<file path="config.mk">
export PLATFORM = sky130hd
export DESIGN_NAME = mem_latency_shim
export DESIGN_NICKNAME = d
export VERILOG_FILES = /design/src/rtl/mem_latency_shim_pkg.sv /design/src/rtl/mem_latency_shim_counter.sv /design/src/rtl/mem_latency_shim.sv
export SDC_FILE = /design/constraint.sdc
export NUM_CORES = 1
export LEC_CHECK = 0
export BUFFER_PORTS_ARGS = -buffer_cell sky130_fd_sc_hd__clkbuf_2
export CORE_AREA = 2 2 129 131
export CTS_CLUSTER_DIAMETER = 40
export DETAILED_ROUTE_END_ITERATION = 7
export DIE_AREA = 0 0 131 133
export GPL_ROUTABILITY_DRIVEN = 0
export PLACE_DENSITY_LB_ADDON = 0.12
export SETUP_SLACK_MARGIN = 0.5
export SLEW_MARGIN = 20
export SYNTH_ARGS = -nofsm -noshare
export SYNTH_HDL_FRONTEND = slang
export SYNTH_SLANG_ARGS = --single-unit
export TNS_END_PERCENT = 100
</file>
<file path="constraint.sdc">
create_clock -name clk -period 2.1 [get_ports clk]
set_clock_uncertainty 0.1 [all_clocks]
set_input_delay 0.315 -clock clk [delete_from_list [all_inputs] [get_ports clk]]
set_output_delay 0.315 -clock clk [all_outputs]
set_load 0.02 [all_outputs]
</file>
<file path="src/rtl/mem_latency_shim_pkg.sv">
// Shared types for the memory latency shim: FSM state encoding and
// bit positions within the sticky protocol-error vector.
package mem_shim_pkg;

    typedef enum logic [2:0] {
        S_IDLE,
        S_ISSUE,
        S_WAIT,
        S_DELAY,
        S_RESP
    } state_t;

    localparam int ERR_W        = 5;
    localparam int ERR_OVERLAP  = 0;
    localparam int ERR_RW_BOTH  = 1;
    localparam int ERR_MISALIGN = 2;
    localparam int ERR_TIMEOUT  = 3;
    localparam int ERR_SPURIOUS = 4;

endpackage

</file>
<file path="src/rtl/mem_latency_shim_counter.sv">
// Loadable 16-bit down-counter that sticks at zero instead of wrapping;
// used for both the response-delay and the memory-timeout countdowns.
module shim_counter (
    input  logic        clk,
    input  logic        rst,
    input  logic        load,
    input  logic        en,
    input  logic [15:0] load_val,
    output logic        zero
);

    logic [15:0] count;

    // NOTE: sequential state uses non-blocking (<=) so every flop samples
    // pre-edge values and simulation matches the synthesized registers.
    always_ff @(posedge clk) begin
        if (rst) begin
            count <= '0;
        end else if (load) begin
            count <= load_val;
        end else if (en && count != '0) begin
            count <= count - 16'd1;
        end
    end

    assign zero = (count == '0);

endmodule

</file>
<file path="src/rtl/mem_latency_shim.sv">
// Single-outstanding CPU-to-memory shim that adds DELAY cycles to every
// response, times out silent memories and records protocol errors.
module mem_latency_shim
    import mem_shim_pkg::*;
#(
    parameter int unsigned DELAY   = 0,
    parameter int unsigned TIMEOUT = 1024
) (
    input  logic             clk,
    input  logic             rst,
    input  logic [31:0]      cpu_addr,
    input  logic [3:0]       cpu_rmask,
    input  logic [3:0]       cpu_wmask,
    input  logic [31:0]      cpu_wdata,
    output logic [31:0]      cpu_rdata,
    output logic             cpu_resp,
    output logic [31:0]      mem_addr,
    output logic [3:0]       mem_rmask,
    output logic [3:0]       mem_wmask,
    output logic [31:0]      mem_wdata,
    input  logic [31:0]      mem_rdata,
    input  logic             mem_resp,
    output logic [ERR_W-1:0] error
);

    // Counters are preloaded with N-1 so the state they guard lasts exactly N cycles.
    localparam logic [15:0] DLY_LOAD = (DELAY == 0) ? 16'd0 : 16'(DELAY - 1);
    localparam logic [15:0] TO_LOAD  = 16'(TIMEOUT - 1);

    state_t      state;
    logic [31:0] rdata_q;
    logic        is_req;
    logic        dly_zero;
    logic        to_zero;

    assign is_req = (cpu_rmask != '0) || (cpu_wmask != '0);

    shim_counter u_delay_cnt (
        .clk      (clk),
        .rst      (rst),
        .load     (state == S_WAIT && mem_resp),
        .en       (state == S_DELAY),
        .load_val (DLY_LOAD),
        .zero     (dly_zero)
    );

    shim_counter u_timeout_cnt (
        .clk      (clk),
        .rst      (rst),
        .load     (state == S_ISSUE),
        .en       (state == S_WAIT),
        .load_val (TO_LOAD),
        .zero     (to_zero)
    );

    always_ff @(posedge clk) begin
        if (rst) begin
            state     <= S_IDLE;
            cpu_resp  <= 1'b0;
            cpu_rdata <= '0;
            mem_addr  <= '0;
            mem_rmask <= '0;
            mem_wmask <= '0;
            mem_wdata <= '0;
            rdata_q   <= '0;
            error     <= '0;
        end else begin
            if (is_req && state != S_IDLE)
                error[ERR_OVERLAP] <= 1'b1;
            if (cpu_rmask != '0 && cpu_wmask != '0)
                error[ERR_RW_BOTH] <= 1'b1;
            if (is_req && cpu_addr[1:0] != 2'b00)
                error[ERR_MISALIGN] <= 1'b1;
            if (mem_resp && state != S_WAIT)
                error[ERR_SPURIOUS] <= 1'b1;

            case (state)
                S_IDLE: begin
                    if (is_req) begin
                        mem_addr  <= cpu_addr;
                        mem_rmask <= cpu_rmask;
                        mem_wmask <= cpu_wmask;
                        mem_wdata <= cpu_wdata;
                        state     <= S_ISSUE;
                    end
                end
                S_ISSUE: begin
                    mem_rmask <= '0;
                    mem_wmask <= '0;
                    state     <= S_WAIT;
                end
                S_WAIT: begin
                    // A response in the final WAIT cycle still wins over the timeout.
                    if (mem_resp) begin
                        if (DELAY == 0) begin
                            cpu_rdata <= mem_rdata;
                            cpu_resp  <= 1'b1;
                            state     <= S_RESP;
                        end else begin
                            rdata_q <= mem_rdata;
                            state   <= S_DELAY;
                        end
                    end else if (to_zero) begin
                        error[ERR_TIMEOUT] <= 1'b1;
                        state              <= S_IDLE;
                    end
                end
                S_DELAY: begin
                    if (dly_zero) begin
                        cpu_rdata <= rdata_q;
                        cpu_resp  <= 1'b1;
                        state     <= S_RESP;
                    end
                end
                S_RESP: begin
                    cpu_resp <= 1'b0;
                    state    <= S_IDLE;
                end
                default: state <= S_IDLE;
            endcase
        end
    end

endmodule

</file>
[After elaboration in Yosys (flattened, before gate mapping)]
Cells that the tools add are included.
Storage, ports and cells
  register bits: 145
  input port bits: 107
  output and inout bits: 110
Operators by class
  $add $sub $neg: 2
  equality and inequality tests: 9
  multiplexer cells: 17
  bitwise gates (word level): 1
  reduce and logical (&&, ||, !) cells: 29
Operators with widths (number)
  32-bit two-way mux: 2
  32-bit case mux with 2 select lines: 1
  16-bit logical NOT: 2
  16-bit nonzero test: 2
  16-bit by 1-bit subtractor with 16-bit output, second input constant: 2
  10-bit two-way mux: 2
  4-bit case mux with 2 select lines: 2
  3-bit two-way mux: 4
  3-bit case mux with 4 select lines: 1
  3-bit AND reduction: 4
  4-bit two-way mux: 2
  2-bit nonzero test: 4
  4-bit nonzero test: 2
  1-bit logical AND: 7
  3-bit by 2-bit == test with 1-bit output, second input constant: 2
  2-bit inequality test, second input constant: 3
  3-bit nonzero test: 2
  2-bit AND reduction: 2
  2-bit OR reduction: 2
  3-bit by 1-bit == test with 1-bit output, second input constant: 1
  3-bit == test, second input constant: 1
  3-bit logical NOT: 1
  3-bit by 2-bit inequality test with 1-bit output, second input constant: 1
  3-bit inequality test, second input constant: 1
  other kinds (4): 5

[Logic depth before layout (Yosys ltp)]
Gate-level depths: netlist (run 1).
  depth after elaboration: 4
  depth in mapped cells: 7
  mapped depth without buffers: 6

[Modules after synthesis]
Synthesis (run 1) repeated with hierarchy kept, for this count alone.
Unflattened totals
  cells, all modules: 671
  area total of the unflattened synthesis: 6631.4 sq um
By module, submodules not included
  mem_latency_shim: times used 1, cells each 427, area an instance 4543.1 sq um, sequential area each 2262.2 sq um
  shim_counter at u_timeout_cnt: times used 1, cells each 130, area an instance 1143.6 sq um, sequential area each 320.3 sq um
  shim_counter at u_delay_cnt: times used 1, cells each 114, area an instance 944.7 sq um, sequential area each 320.3 sq um

[Least setup slack after synthesis (run 1)]
OpenSTA, ideal clock, no wires.
  kind: register -> register
  from: register u_delay_cnt.count[10]
  to: register cpu_rdata[0]
  setup time: 0.117 ns
  arrival: 1.968 ns
  setup slack: -0.085 ns
  stages on the path, launching flop included: 7
  path buffers: 2
  period minus slack after synthesis: 2.185 ns
  cells stage by stage: dfxtp_1 or4_1 buf_2 nor4_4 a31oi_4 buf_6 a22o_1
Between the ends
  word-level cells in the longest chain between the ends: 3
RTL lines
  from (decl): line mem_latency_shim_counter.sv:12  | logic [15:0] count;
  from (signal assigned): line mem_latency_shim_counter.sv:20  | count <= load_val;
  from (signal assigned): line mem_latency_shim_counter.sv:22  | count <= count - 16'd1;
  16-bit logical NOT: line mem_latency_shim_counter.sv:26  | assign zero = (count == '0);
  2-bit inequality test (no source line)
  3-bit AND reduction (no source line)
  to (signal assigned): line mem_latency_shim.sv:96  | cpu_rdata <= mem_rdata;
  to (signal assigned): line mem_latency_shim.sv:110  | cpu_rdata <= rdata_q;
  to (decl): line mem_latency_shim.sv:15  | output logic [31:0] cpu_rdata,
No other way between the ends.
A chain may end at the register's enable or synchronous reset.

[Worst setup path after layout (run 1)]
  from: register u_delay_cnt.count[6]
  to: register cpu_rdata[11]
Same word-level chain as after synthesis.

==> results.cfg, run 1 <==
[clocking]
htree_levels = 4
root_buffer = clkbuf_16
cts.path.max_buffers = 2
cts_num_sinks = 145
numCtsBuffers = 17
clk_latency_ps = 420
clk_pin_slew_ps = 70
cts_tree = yes

[critical_path]
crit_family = simple AND/OR/NAND/NOR gates
crit_required_ps = 2310
crit_type = reg2reg
rrSetupSlack_ps = 40
critPathCaptureType = flop
crit_buf_inv = 1
worstPathMaxFanout = 8
crit_path_start_kind = flop
crit_chain = or4_4 > nor4_4 > buf_4 > a31oi_4 > a22o_1
critPathArrivalTime_ps = 2270
crit_slowest_cell = or4_4
critical-path-max-stage-delay_ps = 540

[worst_hold_path]
min_path_type = in2reg

[die]
start_util = 0.3492
rows = 47
die_x_um = 131
core_area_um2 = 16170
fp.dieArea_um2 = 17420
num_io_pins = 217
die-height_um = 133

[layout]
stdcell_count = 1191
fin_area_um2 = 10750
final_nets = 1068
diodes = 0
drive_above_1_share = 0.6921
area_delta_synth_final_pct = 90.38

[timing]
worst_slack_ps = 44.40
setup_violations = 0
fin_crit_sh = 0.9789
tightest_slew_ps = 643.6
hold_viol_final = 0
final_max_slew_viol_count = 0
relSlewSlack = 0.5700
min_period_ps = 2056
grt_setup_unrepaired = true
fmax_ghz = 0.4865

[global_route]
grt_first_pass_wirelength_mm = 32.13
grt_remaining_overflow = 0
antenna_found_initial = 0
grt_use_total = 0.2375
grt_max_degree = 53
grt_pass1_vias = 6346

[routing]
drtAntennaViolNets = 0
drtIter0Drc = 174
drc = 0
wl_per_cell_um = 18.89
vias = 6350
routed_wl_mm = 22.50
dr.pass1.iters = 4
vias_per_cell = 5.332

[logic_synthesis]
synthesis.area_um2 = 5647
synth.avg_cell_area_um2 = 8.935
synth-async-reset-ratio = 0
synth.distinct_cells = 60
syn_inst = 632
synth_edf_count = 0
synth_seq_area_share = 0.5141
ys_seq_elements = 145
syn_nets = 742
synth_ff_type = dfxtp_1
yosys_warnings = 0

[place]
dp_cells = 1049
place_hpwl_mm = 11.78
placed_area_um2 = 7208
io_buffers = 216
place_ws_ps = -38.04

[power]
p_leak_nw = 4.940
powerDensity_nw_per_um2 = 909.8
vdd_drop_max_mv = 0.5300

[job]
drv_cap = 0

[run_status]
status = finished clean
## where the power goes
group | switching, mW | internal (mW)
registers | 0.274 | 3.01
clock network | 1.28 | 1.91
logic | 1.78 | 1.53
## cell usage after synthesis (3+ instances only)
master    number  area [µm²]
nor3_1         8       40.04
or4_2          3       26.28
a22o_1        36       315.3
or2_2          6       37.54
nor3b_1        3       22.52
nand4b_1       3       26.28
a21oi_1       93       465.5
nand2_1      137       514.2
nand4_1        3       18.77
dfxtp_1      145        2903
a211oi_1       7       52.55
ha_1           3       37.54
nand2b_1       5       31.28
o31ai_1       11       82.58
nand3_1        7       35.03
or3_1          8       50.05
or4_1         14       105.1
buf_6          3       33.78
o21ai_0       10       50.05
clkbuf_1      30       112.6
nor2_1        17       63.81
nor4_1        10       62.56
o21a_1         3       22.52
a31oi_1        7       43.79
a311oi_1       6       52.55
inv_1         10       37.54
buf_2          3       15.01
## path summary, 6_finish.rpt
kind | startpoint | end | depth (start not counted)
setup / recovery | u_delay_cnt.count[6] | cpu_rdata[11] | 5
hold / removal | cpu_addr[4] | mem_addr[4] | 3
setup reg to reg | u_delay_cnt.count[6] | cpu_rdata[11] | 5
hold reg to reg | mem_addr[15] | mem_addr[15] | 2
## worst reg2reg max path, stage by stage (launching register included)
cell and delay, ps:
dfxtp_4 350, or4_4 540, nor4_4 310, buf_4 200, a31oi_4 150, a22o_1 290
## per-stage QoR
| stage | utilization | total power, mW | hold WS, ps | TNS [ps] |
|---|---|---|---|---|
| 3_3_place_gp | 0.4457 | 4.758 | 337.5 | 0 |
| 6_report | 0.6648 | 9.781 | 5.857 | 0 |
| 5_1_grt | 0.6648 | 10.15 | 1.516 | -304.4 |
| 2_1_floorplan | - | 4.340 | 340.6 | 0 |
| 4_1_cts | 0.5996 | 9.155 | 0.2893 | 0 |
| 3_5_place_dp | 0.4457 | 4.802 | 343.0 | -597.2 |
## registers in the layout (all words and copies together), names as in the netlist
name,count
state,3
cpu_rdata,32
u_delay_cnt.count,16
u_timeout_cnt.count,16
cpu_resp,1
error,5
mem_addr,32
mem_wmask,4
mem_rmask,4
mem_wdata,32
## routing by layer
layer  share of wire  global-route usage  up-vias  wire length, µm
met3           0.064             0.06146       63             1447
met4           0.034              0.1093        0              760
met2            0.51              0.4131      239            11440
li1                -                   -     2966                -
met5               0                   0        -                0
met1            0.39              0.2686     3082             8850
## cells by family (layout without fill, tap and decap cells)
family          after synthesis  in the layout  synth area share
buf+inv                      51            385           0.04188
compound gates              187            190            0.2158
mux                           1              1          0.001773
flops                       145            145            0.5141
simple gates                245            247            0.2198
fa+ha+maj                     3              3          0.006648
## placed cells by master (no fill, tap or decap), types with 5 or more instances in the layout
cell           Yosys  routed
or4_4              0      10
buf_16             0      11
nand2_1          137      14
dlygate4sd3_1      0      22
a31oi_1            7       6
or4_1             14       5
buf_4              0      55
nand2_4            0     107
o31ai_1           11       8
dfxtp_2            0      10
or2_2              6       5
a211oi_2           0       6
buf_6              3      25
dfxtp_4            0       8
nor2_1            17      13
a21oi_2            0      80
clkbuf_2           1     215
or3_1              8       7
nor4_4             1       7
a21oi_1           93      12
o21ai_0           10       8
dfxtp_1          145     127
nand2_2            0      16
buf_12             0      11
inv_1             10       5
a22o_1            36      36
clkbuf_16          0      20
## cell type report
type                       instances  area (µm²)
inverter                          10       46.29
fill                            1208        5421
clock inverter                    12       145.1
sequential                       145        2945
multi-input combinational        441        4277
clock buffer                      20       478.0
timing repair buffer             343        2584
tap                              220       275.3
## repair_timing
item	CTS	global route
hold buffers	21	1
endpoints found under the setup margin	141	141
hold endpoints to repair	21	1
gates cloned	16	3
pin swaps	126	108
gates resized for setup	218	223
buffers inserted	60	9
Note: power is estimated with default switching activity, not from simulation.
==> run 2, diff against run 1 <==
CORE_AREA = 4 4 131 133   (was 2 2 129 131)
DIE_AREA = 0 0 135 137   (was 0 0 131 133)
clock period = 2.4 ns   (was 2.1 ns; I/O delays follow)
==> run 2 against run 1 <==
Compared with the run above: critical path depth grew 1; power shrank 27%; final cell count shrank 8.1%.
==> results.cfg, run 2 (same netlist as run 1, synthesis figures left out) <==
[critical_path]
crit_path_start_kind = flop
crit_family = simple AND/OR/NAND/NOR gates
critPathArrivalTime_ps = 2170
crit_required_ps = 2640
critical-path-max-stage-delay_ps = 600
crit_chain = or4_4 > nor4_4 > buf_4 > buf_4 > or4_2 > a21oi_1
crit_top_cell = buf_4
crit_type = reg2reg
worstPathMaxFanout = 5
endpoint = u_delay_cnt.count[6]
r2r_start = u_delay_cnt.count[7]
rrSetupSlack_ps = 470
crit_slowest_cell = or4_2
cp.depth = 6
r2r_cells = 6
crit_start = u_delay_cnt.count[7]
crit_buf_inv = 2
critPathCaptureType = flop
timing.rr.end = u_delay_cnt.count[6]

[power]
vdd_drop_max_mv = 0.4679
p_leak_nw = 3.574
powerDensity_nw_per_um2 = 888.5
finalPower_mw = 7.159

[place]
io_buffers = 216
placed_area_um2 = 6983
dp_cells = 1039
place_ws_ps = 240.2
place_hpwl_mm = 12.01

[clocking]
cts.path.max_buffers = 2
root_buffer = clkbuf_16
clk_pin_slew_ps = 60
cts_tree = yes
htree_levels = 4
cts_num_sinks = 145
numCtsBuffers = 17
clk_latency_ps = 410

[global_route]
grt_first_pass_wirelength_mm = 26.43
grt_pass1_vias = 5303
grt_use_total = 0.1773
grt_max_degree = 65
antenna_found_initial = 0
grt_remaining_overflow = 0

[routing]
drtIter0Drc = 225
vias = 5515
routed_wl_mm = 17.42
drc = 0
wl_per_cell_um = 15.92
dr.pass1.iters = 4
vias_per_cell = 5.041
drtAntennaViolNets = 0

[layout]
drive_above_1_share = 0.4089
most-common-layout-cells = clkbuf_2, nand2_1, dfxtp_1, a21oi_1, a22o_1
fin_area_um2 = 8058
reg_top3 = cpu_rdata (32), mem_addr (32), mem_wdata (32)
final_util = 0.5091
area_delta_synth_final_pct = 42.70
stdcell_count = 1094
final_common_cell = clkbuf_2
diodes = 0
final_nets = 975

[timing]
grt_setup_unrepaired = true
final_max_slew_viol_count = 0
setup_violations = 0
relSlewSlack = 0.5561
tightest_slew_ps = 665.8
worst_slack_ps = 469.6
whs_ps = 57.84
fin_crit_sh = 0.8043
min_period_ps = 1930
finalSetupTns_ps = 0
hold_viol_final = 0
fmax_ghz = 0.5180

[die]
fp.dieArea_um2 = 18500
start_util = 0.3568
rows = 46
num_io_pins = 217
die-height_um = 137
core_area_um2 = 15830
die_x_um = 135

[worst_hold_path]
min_path_type = in2reg

[job]
drv_cap = 0

[run_status]
status = finished clean
[run 2: changes by cell type in the layout (fill, tap and decap cells not counted), moves of 6 or more]
cell           change
buf_16            -11
buf_12             -8
buf_4             -22
nand2_4          -107
dlygate4sd3_1     -22
a21oi_2           -77
dfxtp_4            -6
a21oi_1           +77
nand2_2           -16
buf_6             -23
nand2_1          +123
[run 2: worst register-to-register path: cells and delay by family (launching register included)]
kind,cells,cell delay [ps]
DFF,1,470
AOI/OAI and AO/OA,1,150
and+or+nand+nor,3,840
buffers and inverters,2,290
[run 2: timing repair]
action / 4_1_cts / 5_1_grt
endpoints found under the setup margin: 67 / 77
setup buffers: 16 / 6
pin swaps: 16 / 14
gates cloned: 1 / 0
resized for setup: 33 / 33
hold buffers: 0 / 0
[run 2: routing by layer]
layer | GRT usage | wire length, µm
met5 | 0 | 0
met2 | 0.2985 | 8590
met4 | 0.05711 | 231
met1 | 0.2109 | 7054
met3 | 0.06507 | 1542
[run 2: report_power, final]
group	switching (mW)	internal, mW	leakage (nW)	total, mW
registers	0.162	2.63	1.20	2.79
logic	0.868	0.523	2.06	1.39
clock network	1.02	1.95	0.320	2.98
[run 2: area by class of cell]
cell class	count	area [µm²]
Multi-Input combinational cell	437	2746
Fill cell	1481	7770
Tap cell	216	270.3
Inverter	10	37.54
Clock inverter	14	236.5
Timing Repair Buffer	254	1411
Sequential cell	145	2927
Clock buffer	18	429.2
[run 2: worst min path at each step]
stage                     slack (ps)  depth (start not counted)               endpoint                  start
after global routing              50                          3           mem_addr[28]           cpu_addr[28]
final                             60                          2          cpu_rdata[31]          mem_rdata[31]
after detailed placement         340                          2               error[2]               error[2]
after floorplan                  350                          2  u_delay_cnt.count[13]  u_delay_cnt.count[13]
after CTS                         40                          2          cpu_rdata[31]          mem_rdata[31]
after global placement           340                          2               error[2]               error[2]
==> run 3, diff against run 2 <==
ABC_AREA = 1   (was default)
CORE_AREA = 4 4 138 140   (was 4 4 131 133)
DIE_AREA = 0 0 142 144   (was 0 0 135 137)
clock period = 1.95 ns   (was 2.4 ns; I/O delays follow)
==> run 3 against run 2 <==
Compared with the run above: the run now ends with negative hold slack left; die area grew 11%; final area grew 35%; final cell count grew 37%; power grew 70%; sequential share of layout area shrank 9.2 points; global-route usage grew 2.2 points; highest routed layer unchanged.
==> results.cfg, run 3 <==
[critical_path]
crit_type = reg2reg
crit_family = simple AND/OR/NAND/NOR gates
critPathCaptureType = flop
crit_path_start_kind = flop
crit_chain = inv_2 > ha_4 > nand2_4 > nor2_4 > buf_6 > nand2_4 > nand2_8 > buf_12 > nand2_8 > nand2_1 > a21oi_1
critPathArrivalTime_ps = 1850
critical-path-max-stage-delay_ps = 320
crit_required_ps = 2140
crit_buf_inv = 3
worstPathMaxFanout = 8
crit_slowest_cell = dfxtp_2

[routing]
drtIter0Drc = 344
drtAntennaViolNets = 0
vias_per_cell = 4.826
drc = 0
routed_wl_mm = 24.48
vias = 7234
dr.pass1.iters = 5
wl_per_cell_um = 16.33

[logic_synthesis]
yosys_warnings = 0
synth-async-reset-ratio = 0
synthTopCellsByArea = dfxtp_1, nor2_1, nand2_1, o21ai_0, a21oi_1
synthTopCellsByCount = nor2_1, nand2_1, dfxtp_1
synth.distinct_cells = 27
synth.avg_cell_area_um2 = 6.938
synth_ff_type = dfxtp_1
synthesis.area_um2 = 6286
ys_seq_elements = 145
syn_inst = 906
synth_edf_count = 0
synth_top_area_share = 0.4618
yosysMostFrequentCell = nor2_1
syn_nets = 1016
synth_top_area_cell = dfxtp_1
synth_seq_area_share = 0.4618

[layout]
final_common_cell = clkbuf_2
area_delta_synth_final_pct = 73.35
drive_above_1_share = 0.4673
most-common-layout-cells = clkbuf_2, nor2_1, nand2_1, dfxtp_1, inv_1
final_nets = 1366
multiInputGateArea_um2 = 3911
regArea_um2 = 2959
fin_area_um2 = 10900
fillCellCount = 1500
stdcell_count = 1499
final_util = 0.6108
reg_top3 = cpu_rdata (32), mem_addr (32), mem_wdata (32)

[clocking]
clk_latency_ps = 430
numCtsBuffers = 17
cts.path.max_buffers = 2
clk_pin_slew_ps = 70
cts_tree = yes
root_buffer = clkbuf_16
cts_num_sinks = 145
htree_levels = 4

[worst_hold_path]
min_path_type = in2reg

[global_route]
grt_first_pass_wirelength_mm = 32.47
grt_pass1_vias = 6377
grt_use_total = 0.1994
grt_remaining_overflow = 0
grt_max_degree = 70
antenna_found_initial = 1

[die]
start_util = 0.3523
rows = 49
die-height_um = 144
fp.dieArea_um2 = 20450
core_area_um2 = 17840
die_x_um = 142
num_io_pins = 217

[place]
dp_cells = 1322
place_ws_ps = 169.4
io_buffers = 216
place_hpwl_mm = 13.11
placed_area_um2 = 7571

[timing]
tightest_slew_ps = 582.6
whs_ps = -7.261
fin_crit_sh = 0.8516
hold_viol_final = 1
relSlewSlack = 0.6116
setup_violations = 0
fmax_ghz = 0.6022
worst_slack_ps = 289.4
finalSetupTns_ps = 0
min_period_ps = 1661
grt_setup_unrepaired = true
final_max_slew_viol_count = 0

[power]
finalPower_mw = 12.15
powerDensity_nw_per_um2 = 1115
vdd_drop_max_mv = 0.7587
p_leak_nw = 4.991

[job]
drv_cap = 0

[run_status]
status = finished with violations
violations = negative hold slack
run 3: cell types whose count changed after synthesis, moves of 11 or more:
cell      delta
nor2_1     +212
o21ai_0     +61
inv_1       +60
nand2_1     +60
nand3_1     +37
a22o_1      -36
a21oi_1     -23
or4_1       -14
clkbuf_1    -11
o31ai_1     -11
run 3: metal layers:
layer,part of all wire,GRT usage,up-vias,wire length [µm]
li1,-,-,3583,-
met1,0.38,0.2364,3408,9361
met2,0.52,0.3342,202,12770
met3,0.070,0.07440,41,1704
met4,0.026,0.06768,0,645
met5,0,0,-,0
run 3: cell type report:
class                      instances  share of cell area
inverter                          73             0.02802
clock inverter                    12             0.01125
timing repair inverter             1            0.001033
sequential                       145              0.2716
tap                              229             0.02629
antenna                            1           0.0002296
clock buffer                      20             0.04191
timing repair buffer             365              0.2608
multi-input combinational        653              0.3589
run 3: logic make-up (layout without fill, tap and decap cells):
logic type | after synthesis | in the layout | synth area share
buffers and inverters | 114 | 471 | 0.08400
xor gates and xnor gates | 6 | 6 | 0.008360
AOI/OAI and AO/OA | 144 | 144 | 0.1174
adders and majority gates | 3 | 3 | 0.005972
DFF | 145 | 145 | 0.4618
and+or+nand+nor | 494 | 500 | 0.3225
other | 0 | 1 | 0
run 3: final timing paths:
| check | from | end | slack, ps | cells after the start |
|---|---|---|---|---|
| setup / recovery | u_delay_cnt.count[1] | cpu_rdata[24] | 290 | 11 |
| hold / removal | cpu_wdata[25] | mem_wdata[25] | -7 | 3 |
| setup reg to reg | u_delay_cnt.count[1] | cpu_rdata[24] | 290 | 11 |
| hold reg to reg | cpu_rdata[10] | cpu_rdata[10] | 360 | 2 |
run 3: power breakdown:
part           internal [mW]  leakage (nW)  switching (mW)
clock network           1.85         0.280            1.40
registers               3.42          1.21           0.376
logic                   2.21          3.50            2.90
total                   7.48          4.99            4.67
run 3: tightest hold or removal path: stages:
cell and delay, ps:
clkbuf_2 80, nor2_1 40, nor2_1 70
run 3: repair_timing:
item,4_1_cts,5_1_grt
hold buffers,52,2
gates resized for setup,86,295
pin swaps,46,100
cloned,7,19
hold endpoints to repair,52,2
setup endpoints to repair,139,141
setup buffers,34,30
